File: config.mk
export PLATFORM = sky130hd
export DESIGN_NAME = axi_burst_master
export DESIGN_NICKNAME = d
export VERILOG_FILES = /design/src/rtl/axi_burst_pkg.sv /design/src/rtl/axi_burst_master.sv
export SDC_FILE = /design/constraint.sdc
export NUM_CORES = 1
export LEC_CHECK = 0
export ABC_AREA = 1
export ABC_CLOCK_PERIOD_IN_PS = 1800
export CAP_MARGIN = 20
export CORE_MARGIN = 5
export CORE_UTILIZATION = 31
export DETAILED_ROUTE_END_ITERATION = 10
export HOLD_SLACK_MARGIN = 0.05
export PLACE_DENSITY = 0.77
export SETUP_SLACK_MARGIN = 0.02
export SLEW_MARGIN = 20
export SYNTH_ARGS = -nofsm -noshare
export SYNTH_HDL_FRONTEND = slang
export SYNTH_SLANG_ARGS = --single-unit
File: constraint.sdc
create_clock -name ACLK -period 1.8 [get_ports ACLK]
set_input_delay 0.36 -clock ACLK [delete_from_list [all_inputs] [get_ports ACLK]]
set_output_delay 0.36 -clock ACLK [all_outputs]
set_load 0.02 [all_outputs]
File: src/rtl/axi_burst_pkg.sv
// Shared types and constants for the AXI burst master.
package axi_burst_pkg;

    // Master sequencing states: one command in flight at a time.
    typedef enum logic [2:0] {
        ST_IDLE,
        ST_AW,
        ST_W,
        ST_B,
        ST_AR,
        ST_R,
        ST_DONE
    } state_t;

    // AXI response encodings, ordered by severity.
    localparam logic [1:0] RESP_OKAY   = 2'b00;
    localparam logic [1:0] RESP_EXOKAY = 2'b01;
    localparam logic [1:0] RESP_SLVERR = 2'b10;
    localparam logic [1:0] RESP_DECERR = 2'b11;

    // Burst type encodings, forwarded unchanged to the slave.
    localparam logic BURST_FIXED = 1'b0;
    localparam logic BURST_INCR  = 1'b1;

    // Accumulate the worst response seen so far (higher code = more severe).
    function automatic logic [1:0] resp_max(input logic [1:0] a, input logic [1:0] b);
        return (a > b) ? a : b;
    endfunction

endpackage

File: src/rtl/axi_burst_master.sv
// Single-command AXI burst master: issues one AW/W/B or AR/R burst per
// accepted command and reports completion with a one-cycle done pulse.
module axi_burst_master
    import axi_burst_pkg::*;
#(
    parameter int unsigned ADDR_WIDTH = 16,
    parameter int unsigned DATA_WIDTH = 32
) (
    input  logic                  ACLK,
    input  logic                  ARESET,
    // command port
    input  logic                  cmd_valid,
    output logic                  cmd_ready,
    input  logic                  cmd_write,
    input  logic [ADDR_WIDTH-1:0] cmd_addr,
    input  logic [7:0]            cmd_len,
    input  logic                  cmd_burst,
    // write-data side port
    input  logic                  wr_valid,
    output logic                  wr_ready,
    input  logic [DATA_WIDTH-1:0] wr_data,
    // read-data side port
    output logic                  rd_valid,
    input  logic                  rd_ready,
    output logic [DATA_WIDTH-1:0] rd_data,
    output logic                  rd_last,
    // completion
    output logic                  done,
    output logic [1:0]            done_resp,
    // write-address channel
    output logic                  AWVALID,
    input  logic                  AWREADY,
    output logic [ADDR_WIDTH-1:0] AWADDR,
    output logic                  AWBURST,
    output logic [7:0]            AWLEN,
    // write-data channel
    output logic                  WVALID,
    input  logic                  WREADY,
    output logic [DATA_WIDTH-1:0] WDATA,
    output logic                  WLAST,
    // write-response channel
    input  logic                  BVALID,
    output logic                  BREADY,
    input  logic [1:0]            BRESP,
    // read-address channel
    output logic                  ARVALID,
    input  logic                  ARREADY,
    output logic [ADDR_WIDTH-1:0] ARADDR,
    output logic                  ARBURST,
    output logic [7:0]            ARLEN,
    // read-data channel
    input  logic                  RVALID,
    output logic                  RREADY,
    input  logic [DATA_WIDTH-1:0] RDATA,
    input  logic [1:0]            RRESP,
    input  logic                  RLAST
);

    state_t                state_q, state_nx;
    logic [ADDR_WIDTH-1:0] addr_q, addr_nx;
    logic [7:0]            len_q, len_nx;
    logic                  burst_q, burst_nx;
    logic [7:0]            cnt_q, cnt_nx;
    logic [1:0]            resp_q, resp_nx;
    logic [1:0]            resp_beat;
    logic                  last_beat;

    // Beat counter reaches the final beat of the latched command.
    assign last_beat = (cnt_q == (len_q - 8'd1));

    // Address/len/burst are registered copies, stable for the whole command.
    assign AWADDR  = addr_q;
    assign AWLEN   = len_q;
    assign AWBURST = burst_q;
    assign ARADDR  = addr_q;
    assign ARLEN   = len_q;
    assign ARBURST = burst_q;

    // Data buses pass straight through; only the handshakes are gated by state.
    assign WDATA   = wr_data;
    assign rd_data = RDATA;

    // State and datapath registers; reset abandons any burst in flight.
    always_ff @(posedge ACLK or posedge ARESET) begin
        if (ARESET) begin
            state_q <= ST_IDLE;
            addr_q  <= '0;
            len_q   <= '0;
            burst_q <= 1'b0;
            cnt_q   <= '0;
            resp_q  <= RESP_OKAY;
        end else begin
            state_q <= state_nx;
            addr_q  <= addr_nx;
            len_q   <= len_nx;
            burst_q <= burst_nx;
            cnt_q   <= cnt_nx;
            resp_q  <= resp_nx;
        end
    end

    // Next-state, datapath updates and handshake outputs per state.
    always_comb begin
        state_nx  = state_q;
        addr_nx   = addr_q;
        len_nx    = len_q;
        burst_nx  = burst_q;
        cnt_nx    = cnt_q;
        resp_nx   = resp_q;
        resp_beat = resp_q;
        cmd_ready = 1'b0;
        AWVALID   = 1'b0;
        ARVALID   = 1'b0;
        WVALID    = 1'b0;
        wr_ready  = 1'b0;
        WLAST     = 1'b0;
        BREADY    = 1'b0;
        RREADY    = 1'b0;
        rd_valid  = 1'b0;
        rd_last   = 1'b0;
        done      = 1'b0;
        done_resp = RESP_OKAY;

        case (state_q)
            ST_IDLE: begin
                // Reset forces every ready low, including the command port.
                cmd_ready = ~ARESET;
                if (cmd_valid) begin
                    if (cmd_len == 8'd0) begin
                        resp_nx  = RESP_SLVERR;
                        state_nx = ST_DONE;
                    end else begin
                        addr_nx  = cmd_addr;
                        len_nx   = cmd_len;
                        burst_nx = cmd_burst;
                        cnt_nx   = '0;
                        resp_nx  = RESP_OKAY;
                        state_nx = cmd_write ? ST_AW : ST_AR;
                    end
                end
            end

            ST_AW: begin
                AWVALID = 1'b1;
                if (AWREADY) begin
                    state_nx = ST_W;
                end
            end

            ST_W: begin
                WVALID   = wr_valid;
                wr_ready = WREADY;
                WLAST    = last_beat;
                if (wr_valid && WREADY) begin
                    cnt_nx = cnt_q + 8'd1;
                    if (last_beat) begin
                        state_nx = ST_B;
                    end
                end
            end

            ST_B: begin
                BREADY = 1'b1;
                if (BVALID) begin
                    resp_nx  = resp_max(resp_q, BRESP);
                    state_nx = ST_DONE;
                end
            end

            ST_AR: begin
                ARVALID = 1'b1;
                if (ARREADY) begin
                    state_nx = ST_R;
                end
            end

            ST_R: begin
                rd_valid = RVALID;
                RREADY   = rd_ready;
                rd_last  = last_beat;
                if (RVALID && rd_ready) begin
                    resp_beat = resp_max(resp_q, RRESP);
                    // A slave RLAST that disagrees with our own count is flagged
                    // but never shortens or extends the burst.
                    if (RLAST != last_beat) begin
                        resp_beat = resp_max(resp_beat, RESP_SLVERR);
                    end
                    resp_nx = resp_beat;
                    cnt_nx  = cnt_q + 8'd1;
                    if (last_beat) begin
                        state_nx = ST_DONE;
                    end
                end
            end

            ST_DONE: begin
                done      = 1'b1;
                done_resp = resp_q;
                state_nx  = ST_IDLE;
            end

            default: begin
                state_nx = ST_IDLE;
            end
        endcase
    end

endmodule

==> summary.md, run 1 <==
| Metric | Value |
|---|---|
| Most frequent cells in the layout | buf_4 (87), clkdlybuf4s50_1 (66), nand2_1 (65), inv_1 (41) |
| CP Launch Type | register |
| DIE WIDTH | approximately 110 um |
| Hold crit path type | input pin to async pin |
| Maximum clock rate | about 450 MHz |
| Post-Route Skew | between 4 and 5 ps |
| Hold Slack | roughly 470 ps |
| Layout fillers | between 900 and 1000 |
| Final GP Congestion | 0.865 |
| Final wirelength | a little over 10 mm |
| Post-synthesis sequential area ratio | between 30% and 40% |
| First-pass GRT wire length | roughly 15 mm |
| Die Height | 110 um |
| Critical path class | register to primary output |
| Period minus WS final | ~2200 ps |
| PortBufs | about 100 |
| Initial antenna violation count | 0 |
| Avg Vias per Cell | 4.60 |
| Pre-antenna DRT Iters | 4 |
| H-tree Lvls | 2 |
| Slowest stage delay, CP | about 450 ps |
| Rows | 36 |
| Final Max Tran Viols | 0 |
| Synth warn | 0 |
| CTS root buffer | clkbuf_8 |
| DR vias | approximately 3200 |
| Setup ws final | -403 ps |
| CP max-delay cell | dfrtp_2 |
| Largest net degree at the start of global routing | 39 |
| Critical Path Sink Type | primary output |
| Placed inst area | approximately 4100 um2 |
| Clock-pin slew on the worst setup and hold paths | about 80 ps |
| Final instance area | approximately 5000 um2 |
| Core area | 9770 um2 |
| Vias in the first global route | roughly 3200 |
| Total CTS buffers | 5 |
| Ant diodes | 0 |
| Final hold violations | 0 |
| Status | complete, but fails checks |
| Proportion of layout cells with a drive suffix above 1 | approximately two fifths |
| Cells along the critical path | inv_2, ha_4, nand2_4, nor2_4, nand3_2, nand2_2, nand2_2, nor2_4, nand2_4, nor2_4, buf_6 |
| Syn-to-layout area delta | 61.2% |
| Final #Nets | ~680 |
| HPWL after DPL | approximately 7.0 mm |
| Grt ovf | 0 |
| CTS tree | done |
| Final worst path period share | 122% |
| Peak VDD IR | about 0.00095 V |
| Post-CTS Hold Buffers | 0 |
| Clk_lat worst skew | around 300 ps |
| Slew HR | between 70 and 80% |
| 1st-iter DRT viols | between 100 and 150 |
| Failing checks | setup timing |
| Initial Util | between 30% and 40% |
| Yosys cell types | 29 |
| RSZ-0062 raised after global routing | true |
| Arrival @ worst endpoint | ~1800 ps |
| Die area | 12100 um2 |
| Post-DRT Antenna Nets | 0 |
| CP Max Fanout | 4 |
| Slew @ Worst Pin | between 300 and 400 ps |
| P per Cell Area | 2040 nW/um2 |
| CP required | about 1400 ps |
| Commonest non-fill, non-tap cell in the layout | buf_4 |
| Clock Path Buffers | 2 |
| Total track usage | 16.0% |
| Syn Area/Cell | 6.95 um2 |
| Mapped Cells | between 400 and 500 |
| #FFs+latches synth | 38 |
| P_leak | about 2.5 nW |
| Max cap viols | 0 |
| Num ports | ~230 |
| Cell with the most instances on the worst path | nor2_4 |
| DRC | 0 |
| Final count of negative-setup-slack endpoints | 7 |
| Final Power | ~10 mW |
| TritonCTS Sinks | 38 |
| DR WL/cell | between 10 and 15 um |
| Syn Nets | 559 |
| Synthesized cell area | between 3000 and 4000 um2 |
## flip-flops by register name, summed over array words and instances (netlist names)
name / flops
state_q: 3
ARLEN: 8
resp_q: 2
ARADDR: 16
ARBURST: 1
cnt_q: 8
## per-layer routing
| metal | GRT usage (%) | wire length, um | share of wire [%] | vias to the layer above |
|---|---|---|---|---|
| met2 | 28.0 | 5350 | 52 | 129 |
| met1 | 18.1 | 3880 | 38 | 1503 |
| met5 | 0 | 0 | 0 | - |
| li1 | - | - | - | 1554 |
| met3 | 4.02 | 642 | 6.3 | 35 |
| met4 | 7.56 | 360 | 3.5 | 0 |
## timing repair
| item | 4_1_cts | 5_1_grt |
|---|---|---|
| endpoints found under the setup margin | 59 | 53 |
| pin swaps | 24 | 31 |
| buffers inserted | 30 | 18 |
| gates cloned | 2 | 2 |
| resized for setup | 90 | 117 |
## power by group
group	switching [mW]	internal, mW	leakage, nW	total, mW
Combinational	4.00	3.74	2.00	7.74
Clock	0.333	0.453	0.0585	0.786
Sequential	0.431	1.25	0.471	1.68
Total	4.77	5.45	2.53	10.2
## metrics by stage
step / utilization [%] / setup TNS (ps) / instances / setup slack, ps
CTS: 47.0 / -1430 / 684 / -446
global route: 51.3 / -3180 / 700 / -503
floorplan: - / -19.4 / 447 / -19.4
finish: 51.3 / -1370 / 700 / -403
global placement: 42.3 / -12500 / 646 / -590
detailed placement: 42.3 / -12730 / 646 / -634
## worst max-delay path: cells and delay by family (launching register included)
family                   cells  cell delay, ps
buffers and inverters        2             210
adder cells (fa/ha/maj)      1             160
flip-flops                   1             450
AND/OR/NAND/NOR              8             730
## path summary, 6_finish.rpt
kind | startpoint | to | slack [ps] | depth (start not counted)
worst max-delay path | ARLEN[1] | rd_last | -400 | 11
worst min-delay path | ARESET | ARADDR[2] | 470 | 3
worst max register to register | ARLEN[1] | resp_q[1] | -150 | 17
worst min register to register | ARADDR[0] | ARADDR[0] | 520 | 2
max in group asynchronous | ARESET | ARLEN[0] | 1110 | 3
min in group ACLK | ARADDR[0] | ARADDR[0] | 520 | 2
## final cells by class
type / instances / area [um2] / area share (%)
Multi-Input combinational cell: 260 / 1630 / 32.5
Inverter: 52 / 210 / 4.19
Clock inverter: 1 / 30.0 / 0.599
Tap cell: 133 / 166 / 3.32
Sequential cell: 38 / 957 / 19.1
Clock buffer: 7 / 86.3 / 1.72
Timing Repair Buffer: 209 / 1930 / 38.6
## kinds of logic (layout without fill, tap and decap cells)
kind of cell / after synthesis / in the layout / share of synthesized area [%]
AOI/OAI and AO/OA: 35 / 35 / 6.44
DFF: 38 / 38 / 30.6
adders and majority gates: 7 / 7 / 2.82
and+or+nand+nor: 213 / 213 / 29.1
buffers and inverters: 149 / 269 / 29.6
xor gates and xnor gates: 5 / 5 / 1.41
## cells in the mapped netlist
master / n / area share, %
nand2_1: 109 / 13
buf_4: 90 / 22
inv_1: 46 / 5.6
nor2_1: 44 / 5.3
nand3_1: 40 / 6.4
dfrtp_1: 38 / 31
o21ai_0: 12 / 1.9
a21oi_1: 8 / 1.3
ha_1: 7 / 2.8
nor3_1: 7 / 1.1
nand4_1: 6 / 1.2
o21ai_1: 6 / 0.97
inv_2: 5 / 0.60
buf_2: 4 / 0.64
a211oi_1: 3 / 0.72
xor2_1: 3 / 0.85
a21oi_2: 2 / 0.56
buf_6: 2 / 0.72
nor2_4: 2 / 0.72
o22ai_1: 2 / 0.40
or2_2: 2 / 0.40
xnor2_1: 2 / 0.56
clkbuf_1: 1 / 0.12
inv_4: 1 / 0.20
nand2_2: 1 / 0.20
nand2_4: 1 / 0.36
nor2_2: 1 / 0.20
o21ai_2: 1 / 0.28
o41ai_1: 1 / 0.28
Note: power is estimated with default switching activity, not from simulation.
==> inputs of run 2 (changes only) <==
- CORE_MARGIN: 5 -> 4
==> run 2 against run 1 <==
Effect of this change:
- the flow still finishes with violations (setup timing)
- fmax up 0.90%
- first-iteration DRC count down 11%
- wire length down 3.5%
- non-clock buffer count down 12
- flip-flop and latch count unchanged
- sequential power about the same
- critical path depth unchanged
- worst setup slack better by 20 ps
- critical endpoint unchanged
- largest cell class unchanged
==> summary.md, run 2 (synthesized netlist as in run 1, its figures left out) <==
| Metric | Value |
|---|---|
| Status | complete, but fails checks |
| Failing checks | setup timing |
| DIE WIDTH | 108 um |
| Combinational power share | around three quarters |
| Proportion of layout cells with a drive suffix above 1 | between 30% and 40% |
| P_leak | between 2 and 2.5 nW |
| Sequential power share | ~17% |
| Pre-antenna DRT Iters | 4 |
| Largest net degree at the start of global routing | 39 |
| P per Cell Area | 2020 nW/um2 |
| Number of buffers and inverters on the critical path | 2 |
| Final worst path period share | 121% |
| Critical path class | register to primary output |
| Rows | 36 |
| Clock Path Buffers | 2 |
| Final hold violations | 0 |
| DRC | 0 |
| Cells along the critical path | inv_2, ha_4, nand2_4, nor2_4, nand2_1, nand2_1, nand3_2, nor2_4, nand2_4, nor2_4, buf_6 |
| Clock-pin slew on the worst setup and hold paths | around 80 ps |
| Arrival @ worst endpoint | ~1800 ps |
| Max cap viols | 0 |
| CP delay by family, top | simple AND/OR/NAND/NOR gates |
| Switching Power | 4.56 mW |
| Slew HR | approximately 76% |
| Most frequent cells in the layout | buf_4 (86), nand2_1 (73), clkdlybuf4s50_1 (70), inv_1 (40), nand3_1 (35) |
| DR vias | roughly 3200 |
| Initial antenna violation count | 0 |
| Core area | ~9800 um2 |
| Clock network power share | under 10% |
| Final count of negative-setup-slack endpoints | 10 |
| Clk_lat worst skew | slightly below 300 ps |
| Total track usage | between 10% and 20% |
| Setup TNS | -1650 ps |
| Peak VDD IR | between 0.0009 and 0.001 V |
| Power Internal | 5.15 mW |
| Avg Vias per Cell | approximately 4.6 |
| Final #Nets | about 670 |
| Slew @ Worst Pin | ~360 ps |
| TritonCTS Sinks | 38 |
| Final Max Tran Viols | 0 |
| Initial Util | 31.8% |
| HPWL after DPL | 7.20 mm |
| Slowest stage delay, CP | 440 ps |
| DR WL/cell | 14.3 um |
| CP Max Fanout | 4 |
| Total CTS buffers | 5 |
| CP max-delay cell | dfrtp_2 |
| Final wirelength | 9.87 mm |
| Post-DRT Antenna Nets | 0 |
| Die Height | 108 um |
| PortBufs | about 100 |
| Num ports | about 230 |
| Syn-to-layout area delta | 54.5% |
| Maximum clock rate | ~460 MHz |
| 1st-iter DRT viols | between 100 and 150 |
| H-tree Lvls | 2 |
| Post-Route Skew | approximately 4.6 ps |
| Grt ovf | 0 |
| CP Launch Type | register |
| Setup ws final | -384 ps |
| Cell with the most instances on the worst path | nor2_4 |
| Period minus WS final | approximately 2200 ps |
| Critical Path Sink Type | primary output |
| Die area | roughly 12000 um2 |
| Ant diodes | 0 |
| CP required | approximately 1400 ps |
| Commonest non-fill, non-tap cell in the layout | buf_4 |
| CTS tree | done |
| Hold Slack | around 460 ps |
| CTS root buffer | clkbuf_8 |
| First-pass GRT wire length | approximately 15 mm |
| Max reg flops | 16 |
| Final Power | a little under 10 mW |
| Final GP Congestion | between 0.8 and 0.9 |
| Hold crit path type | input pin to async pin |
| Vias in the first global route | roughly 3300 |
| RSZ-0062 raised after global routing | true |
| Switching Share | 47.0% |
==> run 2: changes by cell type in the layout (fill, tap and decap cells not counted), sizes merged <==
cell,delta
buf,-12
clkdlybuf4s50,+4
dlygate4sd2,-3
dlymetal6s2s,-1
==> run 2: layout make-up <==
type                            instances  area [um2]
Clock inverter                          1        30.0
Sequential cell                        38         958
Timing Repair Buffer                  197        1770
Inverter                               52         205
Tap cell                              133         166
Fill cell                             972        4970
Clock buffer                            7        86.3
Multi-Input combinational cell        260        1590
==> run 2: timing repair <==
action | in CTS | in global routing
setup endpoints to repair | 62 | 48
setup buffers | 17 | 11
resized for setup | 92 | 89
hold buffers | 0 | 0
cloned | 1 | 2
pin swaps | 23 | 19
==> run 2: metrics by stage <==
stage | setup slack [ps] | utilization, % | area, um2 | instances
global placement | -590 | 42.6 | 4160 | 653
floorplan | -19.4 | - | 3160 | 447
detailed placement | -669 | 42.6 | 4160 | 653
global route | -461 | 49.1 | 4800 | 688
CTS | -386 | 46.0 | 4490 | 678
finish | -384 | 49.1 | 4800 | 688
==> run 2: path summary, 6_finish.rpt <==
check | startpoint | end | slack [ps] | depth (start not counted)
worst min register to register | ARADDR[2] | ARADDR[2] | 510 | 2
worst max-delay path | ARLEN[1] | rd_last | -380 | 11
worst max register to register | ARLEN[1] | resp_q[0] | -310 | 18
min in group ACLK | ARADDR[2] | ARADDR[2] | 510 | 2
max in group asynchronous | ARESET | ARLEN[5] | 1130 | 3
worst min-delay path | ARESET | ARADDR[1] | 460 | 3
==> run 2: worst reg2reg max path, delay by kind of cell (launching register included) <==
kind	cells	cell delay [ps]
AOI/OAI and AO/OA	1	50
adders and majority gates	1	150
buffers and inverters	7	730
DFF	1	440
and+or+nand+nor	9	640
==> run 2: power groups by stage <==
stage	combinational, mW	sequential, mW	clock [mW]
floorplan	3.33	1.93	0
global placement	5.61	1.58	0
detailed placement	5.76	1.60	0
CTS	6.32	1.60	0.789
global route	7.90	1.72	0.828
finish	7.28	1.65	0.783
==> run 2: layer usage <==
layer | global-route usage, % | vias up | share of wire [%]
met2 | 29.6 | 108 | 53
met5 | 0 | - | 0
met3 | 4.00 | 29 | 5.9
met4 | 6.58 | 0 | 2.7
li1 | - | 1531 | -
met1 | 18.0 | 1491 | 38
